**src/rtl/io_out_fifo_pkg.sv**
```systemverilog
// Shared width helpers and default parameters for the processor output FIFO.
// Every file of the block derives its widths from these functions.
package io_out_fifo_pkg;

    localparam int DEF_NUBITS = 16;
    localparam int DEF_NUIOOU = 2;
    localparam int DEF_FDEPTH = 8;
    localparam int DEF_AFULL  = 6;

    // A single output address still needs a one-bit field to stay legal
    function automatic int addr_width(input int nuioou);
        return (nuioou > 1) ? $clog2(nuioou) : 1;
    endfunction

    function automatic int entry_width(input int nubits, input int nuioou);
        return nubits + addr_width(nuioou);
    endfunction

    function automatic int ptr_width(input int fdepth);
        return $clog2(fdepth);
    endfunction

endpackage

```
**src/rtl/io_out_fifo_if.sv**
```systemverilog
// Valid/ready stream carrying buffered output writes (data plus port address).
// The FIFO drives the master side; the downstream consumer uses the slave side.
interface io_out_fifo_if
    import io_out_fifo_pkg::*;
#(
    parameter int NUBITS = DEF_NUBITS,
    parameter int AW     = addr_width(DEF_NUIOOU)
);
    logic [NUBITS-1:0] m_data;
    logic [AW-1:0]     m_addr;
    logic              m_valid;
    logic              m_ready;

    modport master (output m_data, output m_addr, output m_valid, input m_ready);
    modport slave  (input m_data, input m_addr, input m_valid, output m_ready);
endinterface

```
**src/rtl/io_out_fifo_mem.sv**
```systemverilog
// Register array with one synchronous write port and one asynchronous read port,
// so the entry at the read pointer is visible in the same cycle (fall-through head).
module io_out_fifo_mem
    import io_out_fifo_pkg::*;
#(
    parameter int WIDTH = 17,
    parameter int DEPTH = 8,
    localparam int PW   = ptr_width(DEPTH)
) (
    input  logic             clk,
    input  logic             we,
    input  logic [PW-1:0]    waddr,
    input  logic [WIDTH-1:0] wdata,
    input  logic [PW-1:0]    raddr,
    output logic [WIDTH-1:0] rdata
);
    logic [WIDTH-1:0] mem_reg [DEPTH];

    always_ff @(posedge clk) begin
        if (we) begin
            mem_reg[waddr] <= wdata;
        end
    end

    assign rdata = mem_reg[raddr];
endmodule

```
**src/rtl/io_out_fifo.sv**
```systemverilog
// Captures processor output writes into a first-word-fall-through FIFO and
// presents them on a valid/ready stream with full, almost-full and overflow status.
module io_out_fifo
    import io_out_fifo_pkg::*;
#(
    parameter int                NUBITS = DEF_NUBITS,
    parameter int                NUIOOU = DEF_NUIOOU,
    parameter int                FDEPTH = DEF_FDEPTH,
    parameter int                AFULL  = DEF_AFULL,
    parameter logic [NUIOOU-1:0] PSEL   = '1,
    localparam int               AW     = addr_width(NUIOOU),
    localparam int               EW     = entry_width(NUBITS, NUIOOU),
    localparam int               PW     = ptr_width(FDEPTH),
    localparam int               CW     = PW + 1
) (
    input  logic              clk,
    input  logic              rst,
    input  logic              out_en,
    input  logic [AW-1:0]     addr_out,
    input  logic [NUBITS-1:0] io_out,
    io_out_fifo_if.master     m_if,
    output logic [CW-1:0]     count,
    output logic              full,
    output logic              afull,
    output logic              ovf,
    input  logic              clr_ovf
);
    logic [PW-1:0]     wptr_reg, wptr_next, rptr_reg, rptr_next;
    logic [CW-1:0]     count_reg, count_next;
    logic              full_reg, full_next, afull_reg, afull_next;
    logic              valid_reg, valid_next, ovf_reg, ovf_next;
    logic [2**AW-1:0]  psel_ext;
    logic              push_req, pop, accept, overflow;
    logic [EW-1:0]     head;

    // Addresses beyond NUIOOU (non power-of-two port counts) are never captured
    for (genvar gi = 0; gi < 2**AW; gi++) begin : g_psel
        if (gi < NUIOOU) begin : g_sel
            assign psel_ext[gi] = PSEL[gi];
        end else begin : g_unsel
            assign psel_ext[gi] = 1'b0;
        end
    end

    assign push_req = out_en && psel_ext[addr_out];
    assign pop      = valid_reg && m_if.m_ready;
    // A pop in the same cycle frees the slot, so a push while full is still taken
    assign accept   = push_req && (!full_reg || pop);
    assign overflow = push_req && full_reg && !pop;

    always_comb begin
        wptr_next  = wptr_reg + PW'(accept);
        rptr_next  = rptr_reg + PW'(pop);
        count_next = count_reg + CW'(accept) - CW'(pop);
        full_next  = (count_next == CW'(FDEPTH));
        afull_next = (count_next >= CW'(AFULL));
        valid_next = (count_next != '0);
        ovf_next   = overflow || (ovf_reg && !clr_ovf);
    end

    always_ff @(posedge clk) begin
        if (rst) begin
            wptr_reg  <= '0;
            rptr_reg  <= '0;
            count_reg <= '0;
            full_reg  <= 1'b0;
            afull_reg <= 1'b0;
            valid_reg <= 1'b0;
            ovf_reg   <= 1'b0;
        end else begin
            wptr_reg  <= wptr_next;
            rptr_reg  <= rptr_next;
            count_reg <= count_next;
            full_reg  <= full_next;
            afull_reg <= afull_next;
            valid_reg <= valid_next;
            ovf_reg   <= ovf_next;
        end
    end

    io_out_fifo_mem #(
        .WIDTH (EW),
        .DEPTH (FDEPTH)
    ) u_mem (
        .clk   (clk),
        .we    (accept && !rst),
        .waddr (wptr_reg),
        .wdata ({addr_out, io_out}),
        .raddr (rptr_reg),
        .rdata (head)
    );

    // Stale array contents are masked so the stream reads zero while idle
    assign m_if.m_valid = valid_reg;
    assign m_if.m_data  = valid_reg ? head[NUBITS-1:0] : '0;
    assign m_if.m_addr  = valid_reg ? head[EW-1:NUBITS] : '0;

    assign count = count_reg;
    assign full  = full_reg;
    assign afull = afull_reg;
    assign ovf   = ovf_reg;
endmodule

```
**src/flat_wrapper.sv**
```systemverilog
// flat-port wrapper written by rule: the top's interface ports become plain ports
module io_out_fifo_flat import io_out_fifo_pkg::*;
#(
    parameter int                NUBITS = DEF_NUBITS,
    parameter int                NUIOOU = DEF_NUIOOU,
    parameter int                FDEPTH = DEF_FDEPTH,
    parameter int                AFULL  = DEF_AFULL,
    parameter logic [NUIOOU-1:0] PSEL   = '1,
    localparam int               AW     = addr_width(NUIOOU),
    localparam int               EW     = entry_width(NUBITS, NUIOOU),
    localparam int               PW     = ptr_width(FDEPTH),
    localparam int               CW     = PW + 1
)
  (clk, rst, out_en, addr_out, io_out, count, full, afull, ovf, clr_ovf, m_if_m_data, m_if_m_addr, m_if_m_valid, m_if_m_ready);
  io_out_fifo_if #(.NUBITS(NUBITS), .AW((1))) m_if_i ();
  input  logic clk;
  input  logic rst;
  input  logic out_en;
  input  logic [AW-1:0] addr_out;
  input  logic [NUBITS-1:0] io_out;
  output logic [CW-1:0] count;
  output logic full;
  output logic afull;
  output logic ovf;
  input  logic clr_ovf;
  output wire logic [$bits(m_if_i.m_data)-1:0] m_if_m_data;
  output wire logic [$bits(m_if_i.m_addr)-1:0] m_if_m_addr;
  output wire logic [$bits(m_if_i.m_valid)-1:0] m_if_m_valid;
  input wire logic [$bits(m_if_i.m_ready)-1:0] m_if_m_ready;
  assign m_if_m_data = m_if_i.m_data;
  assign m_if_m_addr = m_if_i.m_addr;
  assign m_if_m_valid = m_if_i.m_valid;
  assign m_if_i.m_ready = m_if_m_ready;
  io_out_fifo #(.NUBITS(NUBITS), .NUIOOU(NUIOOU), .FDEPTH(FDEPTH), .AFULL(AFULL), .PSEL(PSEL)) u_core (.clk(clk), .rst(rst), .out_en(out_en), .addr_out(addr_out), .io_out(io_out), .m_if(m_if_i), .count(count), .full(full), .afull(afull), .ovf(ovf), .clr_ovf(clr_ovf));
endmodule
```
**config.mk**
```make
export PLATFORM = sky130hd
export DESIGN_NAME = io_out_fifo_flat
export DESIGN_NICKNAME = d
export VERILOG_FILES = /design/src/rtl/io_out_fifo_pkg.sv /design/src/rtl/io_out_fifo_if.sv /design/src/rtl/io_out_fifo_mem.sv /design/src/rtl/io_out_fifo.sv /design/src/flat_wrapper.sv
export SDC_FILE = /design/constraint.sdc
export NUM_CORES = 1
export LEC_CHECK = 0
export ABC_AREA = 1
export CAP_MARGIN = 20
export CORE_ASPECT_RATIO = 0.9
export CORE_MARGIN = 5
export CORE_UTILIZATION = 53
export CTS_CLUSTER_DIAMETER = 60
export DETAILED_ROUTE_END_ITERATION = 8
export PLACE_DENSITY = 0.76
export SYNTH_ARGS = -nofsm -noshare
export SYNTH_HDL_FRONTEND = slang
export SYNTH_HIERARCHICAL = 1
export SYNTH_SLANG_ARGS = --single-unit
```
**constraint.sdc**
```tcl
create_clock -name clk -period 2.3 [get_ports clk]
set_input_delay 0.575 -clock clk [delete_from_list [all_inputs] [get_ports clk]]
set_output_delay 0.575 -clock clk [all_outputs]
set_load 0.05 [all_outputs]
```
Word level (Yosys, flattened, before mapping). Memories as Yosys holds them, arrays and structs flattened. A register that Yosys moved wholly into a read port is not among the register bits. Index checks and enable logic that the tools add are counted.

Bits in writable memories: 136. Word-level logic and storage cells: 35. Input port bits: 22. Output and inout bits: 25. Register bits: 14. Memories kept: 1.

Magnitude comparators: 2. Multiplexer cells: 6. Reductions and logical operators: 14. Add/sub/neg operators: 4. Eq/ne operators: 1.

Memories: u_core.u_mem.mem_reg (depth 8, width 17, read ports 1, clocked after memory_dff 1, write ports 1, RTL line io_out_fifo_mem.sv:17) `logic [WIDTH-1:0] mem_reg [DEPTH];`.

Operators by type and width (count): 16-bit 2-to-1 mux (1); 1-bit logical AND (7); 3-bit by 1-bit adder with 3-bit output (2); 4-bit by 1-bit adder with 4-bit output (1); 4-bit equality test (second input constant) (1); 4-bit by 3-bit greater-or-equal comparator with 1-bit output (second input constant) (1); 1-bit zero test (4); 1-bit 2-to-1 mux (4); 4-bit nonzero test (1); 4-bit by 1-bit subtractor with 4-bit output (1); 3-bit 2-to-1 mux (1); 1-bit logical OR (2); 1-bit by 2-bit less-than comparator with 1-bit output (second input constant) (1).

Depth between registers and ports, before layout. Gate-level depths: netlist (run 1).

Depth after elaboration: 7. Depth in mapped cells: 15. Depth with buffers taken out: 14.

By module. The synthesis (run 1) kept the hierarchy.

Modules (own cells, without submodules): io_out_fifo_mem (area each 5992.0 µm², cells each 606, sequential area each 4083.9 µm², instances 1); io_out_fifo (area each 825.8 µm², cells each 116, sequential area each 280.3 µm², instances 1).

Least setup slack after synthesis (run 1). Ideal clock, no wire load.

Path type: register to register. From: register u_core.valid_reg, in the netlist u_core/m_if.m_valid. To: register u_core.valid_reg, in the netlist u_core/m_if.m_valid. Data arrival time: 2.365 ns. Required time: 2.184 ns. Path slack: -0.181 ns. Clock period less this slack: 2.481 ns. Buffers on the path: 1. Stages on the path, launching flop included: 16. Library setup time: 0.116 ns. Path through: dfxtp_1 -> buf_6 -> nand2_4 -> inv_4 -> nor2_4 -> nor2_4 -> inv_2 -> ha_1 -> inv_1 -> ha_1 -> inv_1 -> fa_1 -> xor2_1 -> nand3_1 -> nand2_1 -> nand2_1.

Word-level cells in the longest chain between the ends: 6.

Ends and longest elaborated chain: from (decl) (RTL line io_out_fifo.sv:31) `logic valid_reg, valid_next, ovf_reg, ovf_next;`; from (signal assigned) (RTL line io_out_fifo.sv:76) `valid_reg <= valid_next;`; 1-bit logical AND * (RTL line io_out_fifo.sv:46) `assign pop = valid_reg && m_if.m_ready;`; 1-bit logical OR (RTL line io_out_fifo.sv:48) `assign accept = push_req && (!full_reg || pop);`; 1-bit logical AND (RTL line io_out_fifo.sv:48); 4-bit by 1-bit adder with 4-bit output (RTL line io_out_fifo.sv:54) `count_next = count_reg + CW'(accept) - CW'(pop);`; 4-bit by 1-bit subtractor with 4-bit output * (RTL line io_out_fifo.sv:54); 4-bit nonzero test * (RTL line io_out_fifo.sv:57) `valid_next = (count_next != '0);`.

Every way passes the cells marked *; elsewhere a longest branch is shown, timed or not. A chain may end at the register's enable or synchronous reset.

==> results of run 1 <==
-- worst min-delay path, stage by stage (launching register included) --
cell	delay [ns]
dfxtp_1	0.31
nand2_1	0.07
a21oi_2	0.05
-- power groups by stage --
stage	registers [mW]	clock network, mW	logic (mW)
4_1_cts	3.23	2.74	2.98
3_5_place_dp	3.28	0	2.90
2_1_floorplan	3.47	0	1.89
3_3_place_gp	3.28	0	2.81
5_1_grt	3.26	2.88	3.57
6_report	3.24	2.70	3.29
-- cell type report --
| class | instances | share of cell area |
|---|---|---|
| repair buffers | 86 | 0.1099 |
| well taps | 164 | 0.02450 |
| clock buffers | 19 | 0.05169 |
| multi-input cells | 365 | 0.1944 |
| flip-flops and latches | 150 | 0.5221 |
| inverters | 179 | 0.08112 |
| clock inverters | 12 | 0.01628 |
-- cell usage in the layout, fill, tap and decap left out, types with 2 or more instances in the layout --
cell             Yosys  layout
inv_1              174     168
dfxtp_4              0       2
clkinvlp_4           0       2
dfxtp_1             14      11
nor2_4               2       2
clkdlybuf4s50_1      0      25
xnor2_1              2       2
inv_2                3       8
buf_6                5      15
nand3_1             69      68
clkbuf_1             3       2
nand2_1            257     255
buf_12               0       5
buf_4                3      31
nor2_1              18      18
clkinv_2             0       4
ha_1                 8       7
nand2_2              0       2
dlymetal6s2s_1       0       2
clkinv_1             1       4
nand3_2              2       3
bufinv_16            0       3
buf_8                0       4
clkbuf_16            0      20
nor2_2               2       2
edfxtp_1           136     136
-- cell families (layout without fill, tap and decap cells) --
kind of cell | after synthesis | count (layout)
AOI/OAI and AO/OA | 1 | 1
xor gates and xnor gates | 3 | 3
adders and majority gates | 9 | 9
buffers and inverters | 207 | 296
DFF | 150 | 150
and+or+nand+nor | 352 | 352
-- per-stage QoR --
stage / cell area (um^2) / total power [mW] / worst slack, ns / hold WS, ns / cells
6_report: 8376 / 9.229 / -0.006590 / 0.4750 / 975
2_1_floorplan: 6823 / 5.356 / 0.07398 / 0.4701 / 722
3_3_place_gp: 7574 / 6.091 / -0.5153 / 0.4733 / 941
5_1_grt: 8376 / 9.711 / -0.1225 / 0.4768 / 975
4_1_cts: 8185 / 8.958 / -0.02997 / 0.4803 / 972
3_5_place_dp: 7574 / 6.179 / -0.6187 / 0.4706 / 941
-- how the worst max path moves through the flow --
stage,start,end,slack (ns),cells past startpoint
after floorplan,u_core/m_if.m_valid$_SDFF_PP0_,u_core/m_if.m_valid$_SDFF_PP0_,0.07,15
after global placement,m_if_m_ready,u_core/m_if.m_valid$_SDFF_PP0_,-0.52,15
after detailed placement,m_if_m_ready,u_core/m_if.m_valid$_SDFF_PP0_,-0.62,15
after CTS,u_core/rptr_reg[0]$_SDFF_PP0_,m_if_m_data[9],-0.03,9
after global routing,u_core/rptr_reg[0]$_SDFF_PP0_,m_if_m_data[9],-0.12,9
final,u_core/rptr_reg[0]$_SDFF_PP0_,m_if_m_data[9],-0.007,10
-- routing by layer --
metal,up-vias,wire length (um)
met1,2333,6041
met5,-,0
met2,184,7666
met3,24,1057
li1,2360,-
met4,0,252
-- timing repair --
item,4_1_cts,5_1_grt
endpoints found under the hold margin,0,0
setup endpoints to repair,21,21
cloned,0,3
pin swaps,2,4
gates resized for setup,12,38
buffers inserted,0,0
==> metrics.cfg, run 1 <==
[yosys]
synthAdderAreaFrac=0.01762
yosys-top-cells-area=edfxtp_1 60%, nand2_1 14%, inv_1 9.6%
synth_compound_area_frac=0.001285
ys_seq_elements=150
synth_cell_type_count=24
synth_area_leader_cell=edfxtp_1
yosysTopAreaCellShare=0.5990
synth_top_family_by_area=simple AND/OR/NAND/NOR gates
synth_mux_area_frac=0
synth_simple_gate_area_share=0.2127
synth_xor_xnor_area_share=0.003854
synth_flop_cell=edfxtp_1
postSynthAreaPerCell_um2=9.443
yosysSeqAreaShare=0.6401
synth-edff-count=136
yosysMostFrequentCell=nand2_1
ys_warn_count=6
synthArstFlopShare=0
syn_area_um2=6818
syn_nets=753
syn_inst=722
synthTopCellsByCount=257 x nand2_1, 174 x inv_1, 136 x edfxtp_1, 69 x nand3_1, 18 x nor2_1

[layout]
fin_util=0.6627
regArea_um2=4373
syn_to_final_growth_pct=22.85
diodes=0
nFillCells=947
largest_reg_flops=136
multi_input_area_um2=1628
nets=830
drive_gt1_frac=0.1369

[clock_tree]
clkSinkCount=150
clkTransAtPathRegs_ns=0.06
tritoncts=built
clock_path_buffers=2
htree_levels=4
cts-root-buf=clkbuf_16
cts_buffers=17
holdBufCountCts=0
clock_latency_ns=0.41

[sta]
slew_headroom=0.6670
fin_skew_ns=0.005423
worst_pin_slew_ns=0.4979
timing.fmax_ghz=0.4335
hold_viol_final=0
slew_viol_final=0
finalCritPeriodShare=1.003
tns_ns=-0.006590
setup_viol=1
grt_setup_unrepaired=true
period_needed_ns=2.307
finalWorstSetupSlack_ns=-0.006590

[detailed_routing]
routed_via_density=5.027
postRouteAntennaNets=0
drc=0
routed_wl_mm=15.02
drt_iter0_markers=459
vias=4901
dr.pass1.iters=6
wire_per_inst_um=15.40

[power_and_ir_drop]
clkPwrFrac=0.293
internal_power_mw=6.003
switchingPower_mw=3.225
pwr-share-comb=0.356
seqPwrFrac=0.351
p_per_area_nw_per_um2=1102
swShare=0.3495
ir_worst_vdd_uv=731.4
leakage_nw=3.982

[worst_setup_path]
crit_family=buffers and inverters
r2r_setup_slack_ns=0.20
rr_worst_depth=13
crit_top_cell=nand2_1
startpoint_type=register
crit_chain=inv_6, clkbuf_16, nand2_1, nand3_1, nand2_1, nand2_1, nand2_1, nand2_1, inv_1, buf_6
cp_max_fo=10
cp_slowest_cell=dfxtp_4
reg2reg_to=u_core/m_if.m_valid$_SDFF_PP0_
max_stage_delay_ns=0.40
worstSetupEndpointType=primary output
cp_data_arrival_time_ns=1.73
critical_path_class=register to primary output
cp.buffers_inverters=4
crit_required_ns=1.73
r2r_start=u_core/m_if.m_valid$_SDFF_PP0_

[floorplanning]
ioPinCount=47
die_x_um=129.6
rows=39
start_util=0.5395
dieHeight_um=117.6
die-area_um2=15240
core_region_area_um2=12640

[global_routing]
grt_use_met1=0.2511
grt_max_degree=41
grt_pass1_vias=4784
use_met3=0.06397
grt_pass1_wl_mm=23.63
grtUsageMet2=0.3339
grt.total_usage=0.2002
antenna_found_initial=0
globalRouteOverflowTotal=0
busiest_layer=met2

[min_path]
hold_path_class=register to register
holdCritStartpoint=u_core/ovf$_SDFF_PP0_
hold_depth=2
hold_end=u_core/ovf$_SDFF_PP0_

[outcome]
failed_checks=negative setup slack
outcome=finished, violations left

[place]
io_buffer_count=46
dp_hpwl_mm=9.309
gp_congestion=0.8374

[job]
max-cap-violations=0

(Power assumes the default switching activity.)
==> inputs of run 2 (changes only) <==
--- a/config.mk
+++ b/config.mk
@@ -15,5 +15,4 @@
 export PLACE_DENSITY = 0.76
 export SYNTH_ARGS = -nofsm -noshare
 export SYNTH_HDL_FRONTEND = slang
-export SYNTH_HIERARCHICAL = 1
 export SYNTH_SLANG_ARGS = --single-unit
==> metrics.cfg, run 2 <==
[detailed_routing]
vias=4931  ; was 4901
drc=0  ; unchanged
drt_iter0_markers=577  ; was 459
postRouteAntennaNets=0  ; unchanged
routed_via_density=5.263  ; was 5.027
routed_wl_mm=16.49  ; was 15.02 mm
wire_per_inst_um=17.60  ; was 15.40 um
dr.pass1.iters=7  ; was 6

[yosys]
synth-edff-count=136  ; unchanged
synthArstFlopShare=0  ; unchanged
yosys-top-cells-area=edfxtp_1 61%, nand2_1 11%, inv_1 8.8%  ; was edfxtp_1 60%, nand2_1 14%, inv_1 9.6%
syn_area_um2=6645  ; was 6818 um^2
synth_flop_cell=edfxtp_1  ; unchanged
syn_nets=717  ; was 753
syn_inst=688  ; was 722
yosysTopAreaCellShare=0.6146  ; was 0.5990
ys_seq_elements=150  ; unchanged
yosysMostFrequentCell=nand2_1  ; unchanged
synth_cell_type_count=19  ; was 24
postSynthAreaPerCell_um2=9.659  ; was 9.443 um^2
synth_area_leader_cell=edfxtp_1  ; unchanged
yosysSeqAreaShare=0.6568  ; was 0.6401
ys_warn_count=0  ; was 6
synthTopCellsByCount=192 x nand2_1, 156 x inv_1, 136 x edfxtp_1, 88 x nand3_1, 57 x nor2_1  ; was 257 x nand2_1, 174 x inv_1, 136 x edfxtp_1, 69 x nand3_1, 18 x nor2_1

[sta]
slew_headroom=0.6597  ; was 0.6670
period_needed_ns=2.354  ; was 2.307 ns
hold_viol_final=0  ; unchanged
setup_viol=10  ; was 1
grt_setup_unrepaired=true  ; unchanged
hold-worst-slack_ns=0.4715  ; was 0.4750 ns
slew_viol_final=0  ; unchanged
fin_skew_ns=0.007150  ; was 0.005423 ns
worst_pin_slew_ns=0.5088  ; was 0.4979 ns
timing.fmax_ghz=0.4249  ; was 0.4335 GHz
finalWorstSetupSlack_ns=-0.05371  ; was -0.006590 ns
finalCritPeriodShare=1.023  ; was 1.003

[worst_setup_path]
crit_required_ns=1.73  ; about the same
r2r_setup_slack_ns=0.46  ; was 0.20 ns
worstSetupEndpointType=primary output  ; unchanged
cp_data_arrival_time_ns=1.78  ; was 1.73 ns
cp_max_fo=8  ; was 10
startpoint_type=register  ; unchanged
critical_path_class=register to primary output  ; unchanged

[floorplanning]
start_util=0.5459  ; was 0.5395
die-area_um2=14880  ; was 15240 um^2
core_region_area_um2=12170  ; was 12640 um^2
rows=38  ; was 39
die_x_um=128.0  ; was 129.6 um
dieHeight_um=116.2  ; was 117.6 um
ioPinCount=47  ; unchanged

[layout]
multi_input_area_um2=1648  ; was 1628 um^2
diodes=0  ; unchanged
largest_reg_flops=136  ; unchanged
fin_cells=937  ; was 975
drive_gt1_frac=0.1712  ; was 0.1369
final_common_cell=nand2_1  ; unchanged
syn_to_final_growth_pct=27.34  ; was 22.85%
mostFrequentLayoutCells=177 x nand2_1, 156 x inv_1, 136 x edfxtp_1, 80 x nand3_1, 42 x nor2_1  ; was 255 x nand2_1, 168 x inv_1, 136 x edfxtp_1, 68 x nand3_1, 31 x buf_4
nFillCells=850  ; was 947
nets=793  ; was 830
fin_util=0.6952  ; was 0.6627
regArea_um2=4370  ; was 4373 um^2

[place]
gp_congestion=0.8131  ; was 0.8374
place_inst=893  ; was 941
io_buffer_count=46  ; unchanged
dp_hpwl_mm=9.041  ; was 9.309 mm

[global_routing]
globalRouteOverflowTotal=0  ; unchanged
grt_pass1_vias=4848  ; was 4784
antenna_found_initial=0  ; unchanged
grt_max_degree=36  ; was 41
grt.total_usage=0.2247  ; was 0.2002
grt_pass1_wl_mm=25.19  ; was 23.63 mm

[job]
max-cap-violations=0  ; unchanged

[min_path]
hold_path_class=register to register  ; unchanged

[power_and_ir_drop]
leakage_nw=3.837  ; was 3.982 nW
ir_worst_vdd_uv=819.4  ; was 731.4 uV
p_per_area_nw_per_um2=1064  ; was 1102 nW/um^2

[clock_tree]
clkTransAtPathRegs_ns=0.06  ; about the same
htree_levels=4  ; unchanged
clkSinkCount=150  ; unchanged
cts_buffers=17  ; unchanged
tritoncts=built  ; unchanged
clock_path_buffers=2  ; unchanged
clock_latency_ns=0.41  ; about the same
cts-root-buf=clkbuf_16  ; unchanged

[outcome]
outcome=finished, violations left  ; unchanged
failed_checks=negative setup slack  ; unchanged

## run 2: per-layer routing
layer	wire [um]	GRT usage
met4	316	0.06223
met1	6430	0.2943
met2	8331	0.3863
met3	1409	0.04527
met5	0	0
## run 2: power breakdown
part           internal, mW  total [mW]  switching [mW]
sequential             3.14        3.23          0.0940
clock                  1.70        2.73            1.03
combinational          1.11        3.05            1.93
total                  5.95        9.00            3.06
## run 2: timing repair
| item | in CTS | in global routing |
|---|---|---|
| hold buffers | 0 | 0 |
| cloned | 6 | 2 |
| pin swaps | 7 | 11 |
| endpoints found under the setup margin | 17 | 21 |
| resized for setup | 29 | 34 |
| setup buffers | 2 | 2 |
| hold endpoints to repair | 0 | 0 |
## run 2: worst max-delay path: stages, from the launching register on
cell and delay (ns):
dfxtp_4 0.39, inv_8 0.11, bufbuf_16 0.28, nand2_1 0.06, nand3_1 0.06, nand2_1 0.07, nor2_1 0.17, nor2_2 0.07
buf_6 0.15
## run 2: area by class of cell
cell class                 count  share of cell area
clock buffer                  27             0.06713
clock inverter                 5            0.003549
inverter                     158             0.07127
multi-input combinational    351              0.1947
sequential                   150              0.5165
tap                          160             0.02366
timing repair buffer          86              0.1232
## run 2: final timing paths
| kind | start | end | cells past startpoint |
|---|---|---|---|
| worst max-delay path | u_core.rptr_reg[0]$_SDFF_PP0_ | m_if_m_data[4] | 8 |
| worst min register to register | u_core.ovf$_SDFF_PP0_ | u_core.ovf$_SDFF_PP0_ | 2 |
| worst min-delay path | u_core.ovf$_SDFF_PP0_ | u_core.ovf$_SDFF_PP0_ | 2 |
| worst max register to register | u_core.m_if.m_valid$_SDFF_PP0_ | u_core.m_if.m_valid$_SDFF_PP0_ | 11 |
## run 2: cell families after synthesis
| group | synth area share |
|---|---|
| AO/OA/AOI/OAI | 0.001505 |
| XOR/XNOR | 0.003955 |
| flip-flops | 0.6568 |
| buffers and inverters | 0.1141 |
| AND/OR/NAND/NOR | 0.2094 |
| adder cells (fa/ha/maj) | 0.01431 |
## run 2: stage by stage
stage / power, mW / worst slack, ns / setup TNS (ns) / area (um^2)
finish: 9.004 / -0.05371 / -0.1855 / 8462
detailed placement: 5.783 / -0.2879 / -15.92 / 7396
floorplan: 5.031 / 0.005111 / 0 / 6671
global route: 9.403 / -0.1307 / -1.353 / 8462
global placement: 5.721 / -0.2047 / -8.175 / 7396
CTS: 8.860 / -0.05065 / -0.3742 / 8284
==> inputs of run 3 (changes only) <==
--- a/config.mk
+++ b/config.mk
@@ -12,6 +12,7 @@
 export CORE_UTILIZATION = 53
 export CTS_CLUSTER_DIAMETER = 60
 export DETAILED_ROUTE_END_ITERATION = 8
+export GPL_TIMING_DRIVEN = 0
 export PLACE_DENSITY = 0.76
 export SYNTH_ARGS = -nofsm -noshare
 export SYNTH_HDL_FRONTEND = slang
==> metrics.cfg, run 3 (synthesis gave the netlist of run 2 again) <==
[layout]
drive_gt1_frac=0.2198  ; was 0.1712
largest_reg_flops=136  ; unchanged
mostFrequentLayoutCells=170 x nand2_1, 156 x inv_1, 136 x edfxtp_1, 67 x nand3_1, 29 x clkdlybuf4s50_1  ; was 177 x nand2_1, 156 x inv_1, 136 x edfxtp_1, 80 x nand3_1, 42 x nor2_1
syn_to_final_growth_pct=30.86  ; was 27.34%
fin_area_um2=8696  ; was 8462 um^2
final_common_cell=nand2_1  ; unchanged
fin_util=0.7144  ; was 0.6952
diodes=0  ; unchanged
nets=803  ; was 793

[clock_tree]
clkSinkCount=150  ; unchanged
htree_levels=4  ; unchanged
clkTransAtPathRegs_ns=0.06  ; about the same
tritoncts=built  ; unchanged
clock_latency_ns=0.42  ; was 0.41 ns
cts_buffers=17  ; unchanged
cts-root-buf=clkbuf_16  ; unchanged
clock_path_buffers=2  ; unchanged

[sta]
slew_headroom=0.6638  ; was 0.6597
hold_viol_final=0  ; unchanged
worst_pin_slew_ns=0.5027  ; was 0.5088 ns
period_needed_ns=2.372  ; was 2.354 ns
setup_viol=13  ; was 10
grt_setup_unrepaired=true  ; unchanged
finalWorstSetupSlack_ns=-0.07249  ; was -0.05371 ns
fin_skew_ns=0.006650  ; was 0.007150 ns
slew_viol_final=0  ; unchanged
finalCritPeriodShare=1.032  ; was 1.023
timing.fmax_ghz=0.4215  ; was 0.4249 GHz
tns_ns=-0.4213  ; was -0.1855 ns

[worst_setup_path]
crit_required_ns=1.73  ; about the same
startpoint_type=register  ; unchanged
max_stage_delay_ns=0.32  ; was 0.39 ns
worstSetupEndpointType=primary output  ; unchanged
cp_data_arrival_time_ns=1.80  ; was 1.78 ns
cp_max_fo=10  ; was 8
crit_top_cell=buf_8  ; was nand2_1
crit_family=buffers and inverters  ; unchanged
cp.buffers_inverters=4  ; was 3
cp_slowest_cell=dfxtp_2  ; was dfxtp_4
critical_path_class=register to primary output  ; unchanged
crit_chain=buf_8, buf_12, buf_8, nand2_1, nand3_2, nand3_2, nand2_2, nor2_4, buf_8  ; was inv_8, bufbuf_16, nand2_1, nand3_1, nand2_1, nor2_1, nor2_2, buf_6

[power_and_ir_drop]
leakage_nw=3.858  ; was 3.837 nW
total_power_mw=9.170  ; was 9.004 mW
ir_worst_vdd_uv=1054  ; was 819.4 uV
p_per_area_nw_per_um2=1055  ; was 1064 nW/um^2

[detailed_routing]
wire_per_inst_um=17.51  ; was 17.60 um
dr.pass1.iters=5  ; was 7
drc=0  ; unchanged
routed_via_density=5.205  ; was 5.263
drt_iter0_markers=577  ; unchanged
postRouteAntennaNets=0  ; unchanged
vias=4929  ; was 4931
routed_wl_mm=16.58  ; was 16.49 mm

[floorplanning]
rows=38  ; unchanged
die_x_um=128.0  ; unchanged
dieHeight_um=116.2  ; unchanged
core_region_area_um2=12170  ; unchanged
ioPinCount=47  ; unchanged
start_util=0.5459  ; unchanged
die-area_um2=14880  ; unchanged

[job]
max-cap-violations=0  ; unchanged

[global_routing]
grt.total_usage=0.2223  ; was 0.2247
antenna_found_initial=0  ; unchanged
globalRouteOverflowTotal=0  ; unchanged
grt_pass1_vias=4813  ; was 4848
grt_max_degree=17  ; was 36
grt_pass1_wl_mm=24.44  ; was 25.19 mm

[place]
placed_area_um2=7485  ; was 7396 um^2
dp_hpwl_mm=10.09  ; was 9.041 mm
gp_congestion=0.7973  ; was 0.8131
io_buffer_count=46  ; unchanged
pre_cts_slack_ns=-0.4970  ; was -0.2879 ns

[outcome]
failed_checks=negative setup slack  ; unchanged
outcome=finished, violations left  ; unchanged

[min_path]
hold_path_class=register to register  ; unchanged

## run 3: changes by cell type in the layout (fill, tap and decap cells not counted), sizes merged
cell,change
clkinvlp,+3
inv,-1
dlymetal6s2s,-1
bufbuf,-2
bufinv,+2
buf,+7
clkdlybuf4s50,+2
## run 3: where the power goes
group          switching, mW  total (mW)  internal [mW]  leakage [nW]
clock network           1.05        2.72           1.67         0.277
logic                   2.06        3.25           1.18          2.24
registers             0.0731        3.21           3.13          1.34
total                   3.18        9.17           5.99          3.86
## run 3: final timing paths
| check | from | end | slack (ns) | cells past startpoint |
|---|---|---|---|---|
| hold reg to reg | u_core.ovf$_SDFF_PP0_ | u_core.ovf$_SDFF_PP0_ | 0.48 | 2 |
| hold / removal | u_core.ovf$_SDFF_PP0_ | u_core.ovf$_SDFF_PP0_ | 0.48 | 2 |
| setup reg to reg | u_core.m_if.m_valid$_SDFF_PP0_ | u_core.u_mem.mem_reg[3][4]$_DFFE_PP_ | 0.20 | 8 |
| setup / recovery | u_core.rptr_reg[0]$_SDFF_PP0_ | m_if_m_data[13] | -0.07 | 9 |
## run 3: final cells by class
cell class                 count  area [um^2]
buffer                        28        311.5
tap                          160        200.2
sequential                   150         4367
multi-input combinational    351         1823
clock inverter                 9        101.3
clock buffer                  23        478.0
fill                         827         3476
timing repair buffer          68        809.5
inverter                     158        605.6
## run 3: per-layer routing
metal / vias to the layer above / global-route usage / wire, um
met5: - / 0 / 0
li1: 2310 / - / -
met4: 0 / 0.1011 / 369
met2: 226 / 0.3744 / 8386
met1: 2361 / 0.2703 / 6503
met3: 32 / 0.06036 / 1320
## run 3: per-stage QoR
stage               cells  hold slack [ns]
global route          947           0.5376
finish                947           0.4770
global placement      894           0.4554
detailed placement    902           0.4706
floorplan             688           0.5179
CTS                   944           0.4813
## run 3: timing repair
action                     4_1_cts  5_1_grt
setup endpoints to repair       46       59
pin swaps                        7       20
gates cloned                     1        2
gates resized for setup        179       72
hold buffers                     0        0
setup buffers                    9        2
## run 3: worst register-to-register path, stage by stage (launching register included)
cell,delay (ns)
dfxtp_2,0.32
buf_4,0.21
nand2_2,0.12
inv_1,0.08
nor2_1,0.08
nor3_2,0.16
nand2_1,0.25
nor2_4,0.39
buf_8,0.21
